==> config.mk <==
export PLATFORM = sky130hd
export DESIGN_NAME = huffman_bit_packer
export DESIGN_NICKNAME = d
export VERILOG_FILES = /design/src/rtl/huffman_bit_packer.sv
export SDC_FILE = /design/constraint.sdc
export NUM_CORES = 1
export LEC_CHECK = 0
export ABC_CLOCK_PERIOD_IN_PS = 6840
export CAP_MARGIN = 30
export CORE_ASPECT_RATIO = 1.5
export CORE_MARGIN = 5
export CORE_UTILIZATION = 45
export CTS_BUF_LIST = sky130_fd_sc_hd__clkbuf_4
export DETAILED_ROUTE_END_ITERATION = 7
export PLACE_DENSITY = 0.68
export SLEW_MARGIN = 20
export SYNTH_ARGS = -nofsm -noshare
export SYNTH_HDL_FRONTEND = slang
export SYNTH_SLANG_ARGS = --single-unit
export TNS_END_PERCENT = 1
==> constraint.sdc <==
create_clock -name clk -period 6.84 [get_ports clk]
set_input_delay 1.368 -clock clk [delete_from_list [all_inputs] [get_ports clk]]
set_output_delay 1.368 -clock clk [all_outputs]
set_load 0.02 [all_outputs]
==> src/rtl/huffman_bit_packer.sv <==
// ---------------------------------------------------------------------------
// huffman_bit_packer
//
// Sits downstream of the Huffman code generator. When code_valid pulses it
// captures the six codewords (masked to their length) and the code lengths.
// It then encodes a stream of gray symbols (1..6) into an MSB-first
// bitstream and hands it out as bytes on a valid/ready interface. The final
// byte is zero-padded and flagged with out_last, and done pulses for one
// cycle once the stream has fully drained.
//
// Ports:
//   clk, reset          : clock, synchronous active-high reset
//   code_valid          : one-cycle pulse, HC1..HC6 / M1..M6 valid
//   HC1..HC6            : right-aligned codewords for symbols 1..6
//   M1..M6              : contiguous-ones masks; code length = popcount
//   sym_valid/ready     : symbol handshake, sym_data = symbol,
//                         sym_last marks the final symbol of a stream
//   out_valid/ready     : byte handshake, out_data = packed byte
//                         (first coded bit in bit7), out_last = final byte
//   done                : one-cycle pulse, stream fully drained
//   err                 : sticky, an out-of-range symbol was seen
//   total_bits          : code bits packed this stream, padding excluded
// ---------------------------------------------------------------------------
module huffman_bit_packer #(
    parameter int TB_W = 16
) (
    input  logic            clk,
    input  logic            reset,
    input  logic            code_valid,
    input  logic [7:0]      HC1,
    input  logic [7:0]      HC2,
    input  logic [7:0]      HC3,
    input  logic [7:0]      HC4,
    input  logic [7:0]      HC5,
    input  logic [7:0]      HC6,
    input  logic [7:0]      M1,
    input  logic [7:0]      M2,
    input  logic [7:0]      M3,
    input  logic [7:0]      M4,
    input  logic [7:0]      M5,
    input  logic [7:0]      M6,
    input  logic            sym_valid,
    input  logic [7:0]      sym_data,
    input  logic            sym_last,
    output logic            sym_ready,
    output logic            out_valid,
    output logic [7:0]      out_data,
    output logic            out_last,
    input  logic            out_ready,
    output logic            done,
    output logic            err,
    output logic [TB_W-1:0] total_bits
);

    typedef enum logic [1:0] {IDLE, RUN, FLUSH, DONE} state_t;

    state_t            state_q, state_d;
    logic [15:0]       bits_q, bits_d;
    logic [4:0]        fill_q, fill_d;
    logic [7:0]        hc_q  [1:6];
    logic [7:0]        hc_d  [1:6];
    logic [3:0]        len_q [1:6];
    logic [3:0]        len_d [1:6];
    logic              err_q, err_d;
    logic [TB_W-1:0]   total_q, total_d;

    logic [7:0]        hc_in [1:6];
    logic [7:0]        m_in  [1:6];
    logic              accept, pop, sym_in_range;
    logic [7:0]        sel_hc;
    logic [3:0]        sel_len;
    logic [15:0]       ins_bits;

    function automatic logic [3:0] popcount(input logic [7:0] m);
        logic [3:0] c;
        c = 4'd0;
        for (int i = 0; i < 8; i++) begin
            c = c + {3'd0, m[i]};
        end
        return c;
    endfunction

    assign hc_in[1] = HC1;
    assign hc_in[2] = HC2;
    assign hc_in[3] = HC3;
    assign hc_in[4] = HC4;
    assign hc_in[5] = HC5;
    assign hc_in[6] = HC6;
    assign m_in[1]  = M1;
    assign m_in[2]  = M2;
    assign m_in[3]  = M3;
    assign m_in[4]  = M4;
    assign m_in[5]  = M5;
    assign m_in[6]  = M6;

    // Handshake outputs depend only on registered state, never on inputs.
    // Accept needs fill < 8 and pop needs fill >= 8, so in RUN the two can
    // never coincide and the buffer update has a single source per cycle.
    assign sym_ready  = (state_q == RUN) && (fill_q < 5'd8);
    assign out_valid  = ((state_q == RUN) && (fill_q >= 5'd8)) ||
                        ((state_q == FLUSH) && (fill_q != 5'd0));
    assign out_last   = (state_q == FLUSH) && (fill_q != 5'd0) && (fill_q <= 5'd8);
    assign out_data   = bits_q[15:8];
    assign done       = (state_q == DONE);
    assign err        = err_q;
    assign total_bits = total_q;

    assign accept = sym_valid && sym_ready;
    assign pop    = out_valid && out_ready;

    // Look up the latched code for the offered symbol. Out-of-range symbols
    // select nothing, so they contribute no bits.
    always_comb begin
        sym_in_range = 1'b0;
        sel_hc       = 8'd0;
        sel_len      = 4'd0;
        for (int k = 1; k <= 6; k++) begin
            if (sym_data == 8'(k)) begin
                sym_in_range = 1'b1;
                sel_hc       = hc_q[k];
                sel_len      = len_q[k];
            end
        end
        // Left-align the code at bit 15, then slide it down past the bits
        // already held. fill <= 7 and len <= 8 keeps it inside the buffer.
        ins_bits = ({sel_hc, 8'h00} << (4'd8 - sel_len)) >> fill_q;
    end

    // Next-state logic for the packer: code capture, symbol insertion,
    // byte pops, and the flush of the final partial byte.
    always_comb begin
        state_d = state_q;
        bits_d  = bits_q;
        fill_d  = fill_q;
        hc_d    = hc_q;
        len_d   = len_q;
        err_d   = err_q;
        total_d = total_q;

        case (state_q)
            IDLE: begin
                if (code_valid) begin
                    for (int k = 1; k <= 6; k++) begin
                        hc_d[k]  = hc_in[k] & m_in[k];
                        len_d[k] = popcount(m_in[k]);
                    end
                    err_d   = 1'b0;
                    total_d = '0;
                    bits_d  = 16'd0;
                    fill_d  = 5'd0;
                    state_d = RUN;
                end
            end
            RUN: begin
                if (accept) begin
                    if (sym_in_range) begin
                        bits_d  = bits_q | ins_bits;
                        fill_d  = fill_q + {1'b0, sel_len};
                        total_d = total_q + TB_W'(sel_len);
                    end else begin
                        err_d = 1'b1;
                    end
                    // An empty stream has nothing to flush.
                    if (sym_last) begin
                        state_d = (fill_d == 5'd0) ? DONE : FLUSH;
                    end
                end else if (pop) begin
                    bits_d = {bits_q[7:0], 8'h00};
                    fill_d = fill_q - 5'd8;
                end
            end
            FLUSH: begin
                if (fill_q == 5'd0) begin
                    state_d = DONE;
                end else if (pop) begin
                    if (fill_q <= 5'd8) begin
                        bits_d  = 16'd0;
                        fill_d  = 5'd0;
                        state_d = DONE;
                    end else begin
                        bits_d = {bits_q[7:0], 8'h00};
                        fill_d = fill_q - 5'd8;
                    end
                end
            end
            DONE: begin
                state_d = IDLE;
            end
            default: begin
                state_d = IDLE;
            end
        endcase
    end

    // State registers with synchronous reset; reset drops any buffered bits
    // and any byte that was waiting to be consumed.
    always_ff @(posedge clk) begin
        if (reset) begin
            state_q <= IDLE;
            bits_q  <= 16'd0;
            fill_q  <= 5'd0;
            err_q   <= 1'b0;
            total_q <= '0;
            for (int k = 1; k <= 6; k++) begin
                hc_q[k]  <= 8'd0;
                len_q[k] <= 4'd0;
            end
        end else begin
            state_q <= state_d;
            bits_q  <= bits_d;
            fill_q  <= fill_d;
            err_q   <= err_d;
            total_q <= total_d;
            for (int k = 1; k <= 6; k++) begin
                hc_q[k]  <= hc_d[k];
                len_q[k] <= len_d[k];
            end
        end
    end

endmodule

==> results of run 1 <==
logic make-up after synthesis:
logic type | share of synthesized area
AOI/OAI and AO/OA | 0.224
xor gates and xnor gates | 0.0302
adders and majority gates | 0.118
buffers and inverters | 0.0896
DFF | 0.288
muxes | 0.0316
and+or+nand+nor | 0.218
worst paths after layout:
kind / depth (start not counted) / start / to
setup / recovery: 10 / sym_data[1] / bits_q[8]
hold / removal: 2 / bits_q[13] / bits_q[13]
setup reg to reg: 9 / fill_q[3] / bits_q[1]
hold reg to reg: 2 / bits_q[13] / bits_q[13]
area by class of cell:
type | count | area (sq um)
Fill cell | 1717 | 7950
Clock inverter | 6 | 56.3
Clock buffer | 10 | 75.1
Tap cell | 213 | 267
Sequential cell | 112 | 2240
Timing Repair Buffer | 145 | 1430
Multi-Input combinational cell | 730 | 4860
Antenna cell | 1 | 2.50
Inverter | 86 | 323
flip-flops by register name, indices dropped and copies added, names as in the netlist:
name        count
fill_q          5
bits_q         16
err             1
state_q         2
len_q          24
hc_q           48
total_bits     16
power by group through the flow:
stage	Combinational, W	Sequential [W]	Clock, W
finish	0.000961	0.000798	0.000323
floorplan	0.000672	0.000787	0
global placement	0.000950	0.000812	0
CTS	0.000967	0.000797	0.000334
detailed placement	0.000963	0.000812	0
global route	0.00107	0.000806	0.000363
per-stage QoR:
stage / std cells / worst slack, ps / utilization / hold WS (ps) / total power (W)
final: 1303 / 1850 / 0.538 / 458 / 0.00208
after floorplan: 992 / 2520 / - / 423 / 0.00146
after global placement: 1286 / 1480 / 0.530 / 439 / 0.00176
after detailed placement: 1286 / 1390 / 0.530 / 442 / 0.00178
after CTS: 1302 / 1960 / 0.538 / 461 / 0.00210
after global routing: 1303 / 1630 / 0.538 / 476 / 0.00224
layer usage:
metal	wire [microns]	global-route usage	share of wire	vias to the layer above
met2	12100	0.407	0.54	202
met4	855	0.100	0.039	0
met3	898	0.0349	0.041	57
met5	0	0	0	-
li1	-	-	-	3663
met1	8350	0.228	0.38	3439
worst max-delay path: cells and delay by family:
family,cells,cell delay (ps)
simple gates,5,2040
buf+inv,1,880
compound gates,3,560
mux,1,500
placed cells by master (no fill, tap or decap), types with 11 or more instances in the layout:
cell type	netlist	layout
nor2_1	61	61
a21o_1	15	15
nor2b_1	18	18
inv_1	82	82
clkdlybuf4s50_1	0	137
o21ai_0	29	29
dfxtp_1	112	112
a211oi_1	13	13
fa_1	25	25
ha_1	33	33
nand2_1	125	124
a21oi_1	115	115
nand3_1	75	75
nor3_1	17	17
xnor2_1	17	17
a22oi_1	11	11
==> run metrics, run 1 <==
Num Clock Sinks=112; leading area contributor after synthesis=dfxtp_1; relative slew slack=0.306; Worst path max stage delay=910 ps; CTS clk-pin slew, worst paths=170 ps; most frequent cell after synthesis=nand2_1; final slew viol count=0; nets@finish=1252; crit path time final=4990 ps; RSZ-0062 raised after global routing=false; Mapped Area=7790 sq um; initial core utilization=0.453; die height=171 microns; Mapped Cells=992; Post-synth top cells=nand2_1 (125), a21oi_1 (115), dfxtp_1 (112), inv_1 (82), nand3_1 (75); crit-path cells=clkdlybuf4s50_1 -> nand2b_1 -> nor3b_1 -> nor3_1 -> nor3_1 -> o21ai_1 -> and2_1 -> mux4_2 -> a2bb2oi_1 -> a211oi_1; vias per cell=5.65; syn avg cell area=7.86 sq um; number of global-route vias before repair=7158; switching power=0.000902 W; worst-path cell with the longest stage delay=nor3b_1; total setup buffers inserted after CTS=0; Int Power=0.00118 W; post-route clock period utilization=0.729; worst-skew pair later-pin latency=510 ps; core area=17200 sq um; Gate power share=0.462; Worst setup EP type=register; HP Class=register to register; row count=59; post_cts resized=0; GRT Util Overall=0.213; DRT Wirelength=22200 microns; VDD IR-drop max=219 uV; proportion of layout cells with a drive suffix above 1=0.0533; WL/cell=17.0 microns; initial antenna violation count=1; Post-DP Area=9120 sq um; P per Cell Area=225 nW/um^2; hold buffers post-CTS=0; status=complete, no violations; H-tree Lvls=3; chip width=117 microns; Critical Path AT=5350 ps; CTS root buffer=clkbuf_4; Mapped Nets=1160; maxcap violations=0; ys flop type=dfxtp_1; DR DRC count=0; Setup TNS=0 ps; Clock power frac=0.155; CP required=7200 ps; die area=20100 sq um; worst-path maximum fanout=22; initial drt markers=477; ys async rst share=0; clk_skew=22.3 ps; Pleak=3.59 nW; f_max=200 MHz; fin area=9250 sq um; post-synth top area share=0.288; First-pass DRT Iterations=5; Synth Warn #=0; Placer Congestion=0.900; Port Buffer Count=138; Crit Path Class=input port to register; R2R setup slack=2940 ps; largest net degree at the start of global routing=79; Post-synth EDFFs=0; #FFs+latches synth=112; library cells used by synthesis=86; Bufs on Longest Clock Path=2; CTS buffer count=9; global-route wire length before repair=35300 microns; Vias=7361; Seq/Total Area, Yosys=0.288; synth top area cells=dfxtp_1 (29%), a21oi_1 (7.4%), fa_1 (6.4%), nand2_1 (6.0%), ha_1 (5.3%); IO Pins=139; Hold Vio Cnt, Final=0; Worst setup SP type=input port; placed wire-length estimate=17500 microns; final-report setup violation count=0; GRT overflow=0; Sw Ratio=0.433; Worst-Margin Slew=1040 ps; ANT nets after route=0; cell mode on critical path=nor3_1; CTS tree=yes; area grow syn2layout=18.7%; Reg power frac=0.383
Power figures use the tool's default switching activity.
==> run 2, diff against run 1 <==
--- a/config.mk
+++ b/config.mk
@@ -5,7 +5,7 @@
 export SDC_FILE = /design/constraint.sdc
 export NUM_CORES = 1
 export LEC_CHECK = 0
-export ABC_CLOCK_PERIOD_IN_PS = 6840
+export ABC_CLOCK_PERIOD_IN_PS = 4900
 export CAP_MARGIN = 30
 export CORE_ASPECT_RATIO = 1.5
 export CORE_MARGIN = 5
==> constraint.sdc (replaced) <==
create_clock -name clk -period 4.9 [get_ports clk]
set_input_delay 0.98 -clock clk [delete_from_list [all_inputs] [get_ports clk]]
set_output_delay 0.98 -clock clk [all_outputs]
set_load 0.02 [all_outputs]
==> run 2 against run 1 <==
Sequential cell count unchanged. Clock power increased by 57%. Combinational power increased by 42%. Setup slack got worse by 1100 ps. Register-to-register slack got worse by 1500 ps. Design area increased by 1.9%. Non-clock buffer count increased by 19. Total power increased by 43%. Largest power group unchanged. Sequential power increased by 40%. Cell count increased by 1.5%. Clock skew increased by 1.3 ps. Critical path depth increased by 2.
==> run metrics, run 2 (synthesis gave the netlist of run 1 again) <==
largest net degree at the start of global routing=67; most common cell after layout, fill and taps aside=clkdlybuf4s50_1; final-report setup violation count=0; Routed met2 length=12500 microns; worst-path maximum fanout=24; row count=59; RSZ-0062 raised after global routing=false; PnR Total Power=0.00299 W; number of flip-flops in the largest register=48; DR DRC count=0; f_max=243 MHz; proportion of layout cells with a drive suffix above 1=0.0695; P per Cell Area=317 nW/um^2; Critical Path AT=4490 ps; area grow syn2layout=21.0%; relative slew slack=0.389; Worst setup EP type=register; H-tree Lvls=3; CTS clk-pin slew, worst paths=190 ps; Worst setup SP type=input port; HP Class=register to register; hold buffers post-CTS=0; initial core utilization=0.453; clk_skew=23.5 ps; most frequent cells in the layout=clkdlybuf4s50_1 (137), nand2_1 (124), a21oi_1 (115), dfxtp_1 (112), inv_1 (82); CP required=5280 ps; placed wire-length estimate=18100 microns; die height=171 microns; Hold Vio Cnt, Final=0; Vias=7429; status=complete, no violations; vias per cell=5.62; GRT Util Overall=0.217; Worst-Margin Slew=917 ps; GRT overflow=0; Placer Congestion=0.931; CTS tree=yes; Reg with most FFs=hc_q; Gate power share=0.456; post-route clock period utilization=0.839; met3 WL post-DR=759 microns; Highest Signal Layer=met4; CTS root buffer=clkbuf_4; fin cells=1323; WL/cell=17.1 microns; switching power=0.00127 W; total setup buffers inserted after CTS=0; Multi-input gate area=4860 sq um; initial antenna violation count=1; Reg power frac=0.375; DRT Wirelength=22600 microns; biggest regs=hc_q (48), len_q (24); core area=17200 sq um; Port Buffer Count=138; CTS buffer count=9; Reg area=2240 sq um; post_cts resized=0; Sw Ratio=0.427; M1 wire length=8540 microns; Crit Path Class=input port to register; crit path time final=4110 ps; nets@finish=1271; worst-skew pair later-pin latency=500 ps; final slew viol count=0; Num Clock Sinks=112; Fillers=1669; ANT nets after route=0; initial drt markers=595; VDD IR-drop max=355 uV; IO Pins=139; Inst Count DP=1305; final core occ=0.548; Pleak=3.70 nW; global-route wire length before repair=36100 microns; worst hold margin=460 ps; Setup TNS=0 ps; die area=20100 sq um; maxcap violations=0; Clock power frac=0.169; chip width=117 microns; Int Power=0.00171 W; number of global-route vias before repair=7420; Bufs on Longest Clock Path=2; First-pass DRT Iterations=5
run 2: cell count changes in the layout (fill, tap and decap cells not counted), sizes merged:
cell    previous run  this run
buf                8        27
bufinv             0         1
clkbuf            10         9
clkinv             8         5
diode              1         2
inv               84        87
run 2: layer usage:
layer,global-route usage,up-vias
li1,-,3695
met5,0,-
met2,0.425,183
met3,0.0234,53
met1,0.231,3498
met4,0.102,0
run 2: layout make-up:
class / count / share of cell area
Antenna cell: 2 / 0.000531
Clock buffer: 9 / 0.00716
Clock inverter: 7 / 0.00915
Inverter: 86 / 0.0342
Multi-Input combinational cell: 730 / 0.515
Sequential cell: 112 / 0.238
Tap cell: 213 / 0.0283
Timing Repair Buffer: 164 / 0.168
run 2: worst paths after layout:
| path | startpoint | end | slack [ps] | cells past startpoint |
|---|---|---|---|---|
| worst max-delay path | sym_data[0] | bits_q[11] | 790 | 12 |
| worst max register to register | fill_q[3] | bits_q[2] | 1470 | 10 |
| worst min-delay path | bits_q[13] | bits_q[13] | 460 | 2 |
| worst min register to register | bits_q[13] | bits_q[13] | 460 | 2 |
run 2: per-stage QoR:
step	cell area, sq um	setup slack [ps]
6_report	9430	789
5_1_grt	9430	476
4_1_cts	9430	833
3_3_place_gp	9270	321
2_1_floorplan	7790	967
3_5_place_dp	9270	264
run 2: critical path, cell delays in order:
cell and delay [ps]:
clkdlybuf4s50_1 510, buf_12 180, nor2b_1 510, a311oi_1 180, o211ai_1 310, o21ai_0 240
mux2i_1 320, a221oi_2 120, mux4_2 500, a32o_2 250, a222oi_1 300, a211oi_1 80
run 2: power by group through the flow:
stage / Sequential, W / Combinational, W / Clock, W
2_1_floorplan: 0.00110 / 0.000939 / 0
3_3_place_gp: 0.00114 / 0.00134 / 0
3_5_place_dp: 0.00114 / 0.00136 / 0
4_1_cts: 0.00112 / 0.00136 / 0.000523
5_1_grt: 0.00113 / 0.00152 / 0.000552
6_report: 0.00112 / 0.00136 / 0.000506
